File: src/rtl/bus_data_responder.sv
// bus_data_responder: memory-side responder for the microcontroller data bus.
// Captures address / write data / direction on a four-phase request, waits
// WAIT_STATES cycles, performs the access on a 2^DEPTH_AW byte RAM and
// acknowledges with o_Listo until the request is withdrawn.
// Optional feature macro: BUS_RESP_RANGE_CHECK_EN. When it is defined,
// out-of-range addresses are flagged on o_Error and the access is suppressed.
// When it is undefined, upper address bits alias onto the RAM.
module bus_data_responder #(
  parameter int DEPTH_AW    = 5,
  parameter int WAIT_STATES = 1
) (
  input  logic       Clk,
  input  logic       Rst,
  input  logic       i_Solicitud,
  input  logic       i_Lectura_Escritura,
  input  logic [7:0] i_Bus_Direccion_Datos,
  input  logic [7:0] i_Bus_Datos_E,
  output logic [7:0] o_Bus_Datos_L,
  output logic       o_Listo,
  output logic       o_Ocupado,
  output logic       o_Error
);

  localparam int         DEPTH     = 1 << DEPTH_AW;
  localparam logic [3:0] WAIT_LOAD = 4'(WAIT_STATES);

  typedef enum logic [1:0] {
    ST_IDLE   = 2'd0,
    ST_WAIT   = 2'd1,
    ST_ACCESS = 2'd2,
    ST_ACK    = 2'd3
  } state_t;

  state_t                state_r;
  state_t                next_state_s;
  logic                  capture_s;
  logic [3:0]            cnt_r;
  logic [7:0]            addr_r;
  logic [7:0]            wdata_r;
  logic                  write_r;
  logic [7:0]            ram_r [DEPTH];
  logic [7:0]            rdata_r;
  logic                  listo_r;
  logic [DEPTH_AW-1:0]   idx_s;
  logic [7:0]            addr_hi_s;
  logic                  in_range_s;

  // RAM index is always the low address bits; the remainder is the range tag.
  assign idx_s     = addr_r[DEPTH_AW-1:0];
  assign addr_hi_s = addr_r >> DEPTH_AW;

`ifdef BUS_RESP_RANGE_CHECK_EN
  logic error_r;

  assign in_range_s = (addr_hi_s == 8'd0);
  assign o_Error    = error_r;

  // Error flag rises and falls together with o_Listo for out-of-range accesses.
  always_ff @(posedge Clk or negedge Rst) begin
    if (!Rst) begin
      error_r <= 1'b0;
    end else begin
      error_r <= (state_r == ST_ACK) && i_Solicitud && !in_range_s;
    end
  end
`else
  logic unused_addr_hi_s;

  // Upper address bits alias onto the RAM, so every access is in range.
  assign unused_addr_hi_s = |addr_hi_s;
  assign in_range_s       = 1'b1;
  assign o_Error          = 1'b0;
`endif

  assign o_Bus_Datos_L = rdata_r;
  assign o_Listo       = listo_r;
  assign o_Ocupado     = (state_r != ST_IDLE);

  // Next-state decode for the IDLE -> WAIT -> ACCESS -> ACK handshake.
  always_comb begin
    next_state_s = state_r;
    capture_s    = 1'b0;
    case (state_r)
      ST_IDLE: begin
        if (i_Solicitud) begin
          capture_s = 1'b1;
          if (WAIT_LOAD != 4'd0) begin
            next_state_s = ST_WAIT;
          end else begin
            next_state_s = ST_ACCESS;
          end
        end else begin
          next_state_s = ST_IDLE;
        end
      end
      ST_WAIT: begin
        if (cnt_r == 4'd1) begin
          next_state_s = ST_ACCESS;
        end else begin
          next_state_s = ST_WAIT;
        end
      end
      ST_ACCESS: begin
        next_state_s = ST_ACK;
      end
      ST_ACK: begin
        if (!i_Solicitud) begin
          next_state_s = ST_IDLE;
        end else begin
          next_state_s = ST_ACK;
        end
      end
      default: begin
        next_state_s = ST_IDLE;
      end
    endcase
  end

  // State register; reset aborts any transaction in flight.
  always_ff @(posedge Clk or negedge Rst) begin
    if (!Rst) begin
      state_r <= ST_IDLE;
    end else begin
      state_r <= next_state_s;
    end
  end

  // Request capture and wait-state counter; inputs are ignored after capture.
  always_ff @(posedge Clk or negedge Rst) begin
    if (!Rst) begin
      cnt_r   <= 4'd0;
      addr_r  <= 8'h00;
      wdata_r <= 8'h00;
      write_r <= 1'b0;
    end else if (capture_s) begin
      cnt_r   <= WAIT_LOAD;
      addr_r  <= i_Bus_Direccion_Datos;
      wdata_r <= i_Bus_Datos_E;
      write_r <= i_Lectura_Escritura;
    end else if (state_r == ST_WAIT) begin
      cnt_r <= cnt_r - 4'd1;
    end
  end

  // Data RAM: cleared by reset, written only in ACCESS.
  always_ff @(posedge Clk or negedge Rst) begin
    if (!Rst) begin
      for (int i = 0; i < DEPTH; i++) begin
        ram_r[i] <= 8'h00;
      end
    end else if ((state_r == ST_ACCESS) && write_r && in_range_s) begin
      ram_r[idx_s] <= wdata_r;
    end
  end

  // Read data register; holds the last read value across writes and idle time.
  always_ff @(posedge Clk or negedge Rst) begin
    if (!Rst) begin
      rdata_r <= 8'h00;
    end else if ((state_r == ST_ACCESS) && !write_r) begin
      rdata_r <= in_range_s ? ram_r[idx_s] : 8'h00;
    end
  end

  // Ready is raised while the acknowledge is held and drops as the request goes.
  always_ff @(posedge Clk or negedge Rst) begin
    if (!Rst) begin
      listo_r <= 1'b0;
    end else begin
      listo_r <= (state_r == ST_ACK) && i_Solicitud;
    end
  end

endmodule
File: config.mk
export PLATFORM = sky130hd
export DESIGN_NAME = bus_data_responder
export DESIGN_NICKNAME = d
export VERILOG_FILES = /design/src/rtl/bus_data_responder.sv
export SDC_FILE = /design/constraint.sdc
export NUM_CORES = 1
export LEC_CHECK = 0
export CAP_MARGIN = 20
export CORE_UTILIZATION = 35
export CTS_CLUSTER_DIAMETER = 30
export DETAILED_ROUTE_END_ITERATION = 12
export DONT_BUFFER_PORTS = 1
export MAX_ROUTING_LAYER = met4
export PLACE_DENSITY = 0.48
export RECOVER_POWER = 25
export REMOVE_ABC_BUFFERS = 1
export SYNTH_ARGS = -nofsm -noshare
export SYNTH_HDL_FRONTEND = slang
export SYNTH_SLANG_ARGS = --single-unit
File: constraint.sdc
create_clock -name Clk -period 3.55 [get_ports Clk]
set_input_delay 0.5325 -clock Clk [delete_from_list [all_inputs] [get_ports Clk]]
set_output_delay 0.5325 -clock Clk [all_outputs]
set_load 0.05 [all_outputs]
==> flow_metrics.env <==
export IMPL_vdd_drop_max_mv=0.331
export IMPL_grt_pass1_vias=8561
export IMPL_startpoint="addr_r[1]"
export IMPL_seqCellArea_um2=7140
export IMPL_drt_iter0_drc=465
export IMPL_ys_flop_type="dfrtp_1"
export IMPL_critPathCaptureType="flip-flop"
export IMPL_core_area_um2=36600
export IMPL_clock_sinks=285
export IMPL_post_drt_wl_per_cell_um=24.2
export IMPL_path_delay_family="flip-flops"
export IMPL_synth_area_leaders="dfrtp_1 55%, mux2_2 24%, mux4_2 9.1%"
export IMPL_via_per_inst=5.44
export IMPL_vias=7748
export IMPL_utilization=0.441
export IMPL_fin_crit_sh=0.767
export IMPL_drt_total_wl_mm=34.5
export IMPL_synth_edf_count=0
export IMPL_dp_hpwl_mm=21.2
export IMPL_async_reset_ff_frac=1.00
export IMPL_cts_inserted_buffers=74
export IMPL_cts_root_buf="clkbuf_16"
export IMPL_clock_latency_ns=0.57
export IMPL_synth_most_common_cell="dfrtp_1"
export IMPL_crit_chain="buf_4, mux4_2, a22oi_1, nand4_1, o22a_1"
export IMPL_die_h_um=195
export IMPL_synth_commonest_cells="285 x dfrtp_1, 278 x mux2_2, 53 x mux4_2, 33 x clkbuf_1, 27 x nand2_1"
export IMPL_ys_types=57
export IMPL_firstDrtPassIters=5
export IMPL_min_period_ns=2.72
export IMPL_required_ns=3.99
export IMPL_gp_congestion=0.898
export IMPL_power_density_nw_per_um2=908
export IMPL_grt_max_degree=286
export IMPL_cts_buffer_depth=3
export IMPL_overflow=0
export IMPL_relSlewSlack=0.333
export IMPL_rsz0062_at_grt="false"
export IMPL_syn_avg_cell_area_um2=15.2
export IMPL_p_sw_frac=0.303
export IMPL_critPathKind="flip-flop to flip-flop"
export IMPL_internal_power_mw=10.2
export IMPL_clockPowerShare=0.478
export IMPL_cp_max_fo=32
export IMPL_syn_area_um2=13000
export IMPL_power_net_switching_mw=4.45
export IMPL_hold_viol=285
export IMPL_initial_core_util=0.356
export IMPL_cp_start_kind="flip-flop"
export IMPL_fin_skew_ns=0.0188
export IMPL_outcome="complete, but fails checks"
export IMPL_setup_viol=0
export IMPL_die_area_um2=38100
export IMPL_drive_gt1_frac=0.533
export IMPL_antenna_found_initial=0
export IMPL_numPortBuffers=0
export IMPL_crit_arrival_ns=3.16
export IMPL_drv_cap=0
export IMPL_p_leak_nw=7.59
export IMPL_yosysTopAreaCellShare=0.547
export IMPL_drv_slew=0
export IMPL_p_seq_frac=0.325
export IMPL_cts_tree="done"
export IMPL_r2r_start="addr_r[1]"
export IMPL_combPwrFrac=0.197
export IMPL_yosysTopAreaCell="dfrtp_1"
export IMPL_ioPinCount=31
export IMPL_antenna_cells=0
export IMPL_seq_area_frac_synth=0.547
export IMPL_regToRegSetupSlack_ns=0.83
export IMPL_multi_input_area_um2=5580
export IMPL_max_freq_mhz=367
export IMPL_yosysWarnings=0
export IMPL_slowest_stage="dfrtp_4"
export IMPL_post_cts_buffers=0
export IMPL_synth_cells=861
export IMPL_antenna_left=0
export IMPL_path_depth=5
export IMPL_cp_buffers_inverters=1
export IMPL_cpPeakStageDelay_ns=0.69
export IMPL_endpoint="o_Bus_Datos_L[3]"
export IMPL_hold_class="primary input to async pin"
export IMPL_rows=70
export IMPL_grt_pass1_wl_mm=53.9
export IMPL_path_clk_slew_ns=0.04
export IMPL_violations="hold timing"
export IMPL_hold_slack_ns=-0.309
export IMPL_reg2reg_to="o_Bus_Datos_L[3]"
export IMPL_cts_resized=0
export IMPL_ys_ff_latch=285
export IMPL_fin_nets=918
export IMPL_finalSetupTns_ns=0
export IMPL_drcViolationCount=0
export IMPL_fill_cells=3232
export IMPL_reg2reg_depth=5
export IMPL_htreeDepth=3
export IMPL_tightest_slew_ns=1.00
export IMPL_area_delta_synth_final_pct=23.9
export IMPL_globalRouteTotalUtil=0.193
export IMPL_die_w_um=195
-- metrics by stage --
| step | instances | total power [mW] | hold slack, ns | instance area [um2] | setup slack (ns) |
|---|---|---|---|---|---|
| after floorplan | 797 | 6.51 | 0.237 | 12700 | -0.537 |
| after global placement | 1287 | 7.56 | 0.253 | 13500 | 0.841 |
| after detailed placement | 1288 | 7.75 | 0.247 | 13500 | 0.815 |
| after CTS | 1424 | 14.8 | -0.345 | 16200 | 0.826 |
| after global routing | 1424 | 15.3 | -0.333 | 16200 | 0.750 |
| final | 1424 | 14.7 | -0.309 | 16200 | 0.827 |
-- cells in the final DEF (no fill, tap or decap), drive strengths merged, types with 5 or more instances in the layout --
| cell type | n |
|---|---|
| mux2i | 16 |
| mux4 | 53 |
| clkbuf | 99 |
| bufinv | 11 |
| a22oi | 16 |
| nand2 | 32 |
| mux2 | 278 |
| nor2b | 5 |
| clkinv | 20 |
| inv | 6 |
| o21ai | 13 |
| dfrtp | 285 |
| buf | 23 |
| nor3b | 5 |
| nor3 | 9 |
| nor2 | 17 |
| nand2b | 5 |
-- cell type report --
class                      instances  area share
multi-input combinational        508       0.345
inverter                           4    0.000929
sequential                       285       0.442
clock buffer                      99       0.132
clock inverter                    37      0.0321
timing repair buffer              23      0.0119
tap                              468      0.0362
-- routing by layer --
metal,global-route usage,up-vias,share of wire
li1,-,3313,-
met1,0.252,4191,0.45
met2,0.301,177,0.48
met3,0.0359,67,0.042
met4,0.0729,0,0.026
met5,-,-,0
-- power by group through the flow --
stage                     Clock [mW]  Sequential [mW]  Combinational, mW
after floorplan                    0             4.96               1.55
after global placement             0             4.79               2.78
after detailed placement           0             4.82               2.93
after CTS                       7.13             4.78               2.94
after global routing            7.33             4.87               3.10
final                           7.01             4.77               2.89
-- worst min-delay path by stage --
| stage | startpoint | end | slack (ns) |
|---|---|---|---|
| global placement | Rst | ram_r[101] | 0.25 |
| CTS | Rst | ram_r[235] | -0.35 |
| finish | Rst | ram_r[98] | -0.31 |
| floorplan | Rst | addr_r[0] | 0.24 |
| global route | Rst | ram_r[98] | -0.33 |
| detailed placement | Rst | ram_r[98] | 0.25 |
-- cell families (layout without fill, tap and decap cells) --
logic type / count (synthesis) / after routing / synth area share
other cells: 1 / 1 / 0.000287
simple gates: 106 / 106 / 0.0529
fa+ha+maj: 2 / 2 / 0.00192
mux: 347 / 347 / 0.344
buf+inv: 68 / 163 / 0.0261
compound gates: 52 / 52 / 0.0286
flops: 285 / 285 / 0.547
-- worst reg2reg max path, cell delays in order, from the launching register on --
cell     delay [ns]
dfrtp_4        0.69
buf_4          0.57
mux4_2         0.45
a22oi_1        0.36
nand4_1        0.29
o22a_1         0.24
-- sequential cells by signal (all words and copies together) (netlist names) --
signal	cells
ram_r	256
wdata_r	8
write_r	1
o_Listo	1
cnt_r	4
o_Bus_Datos_L	8
addr_r	5
state_r	2
(Power assumes the default switching activity.)
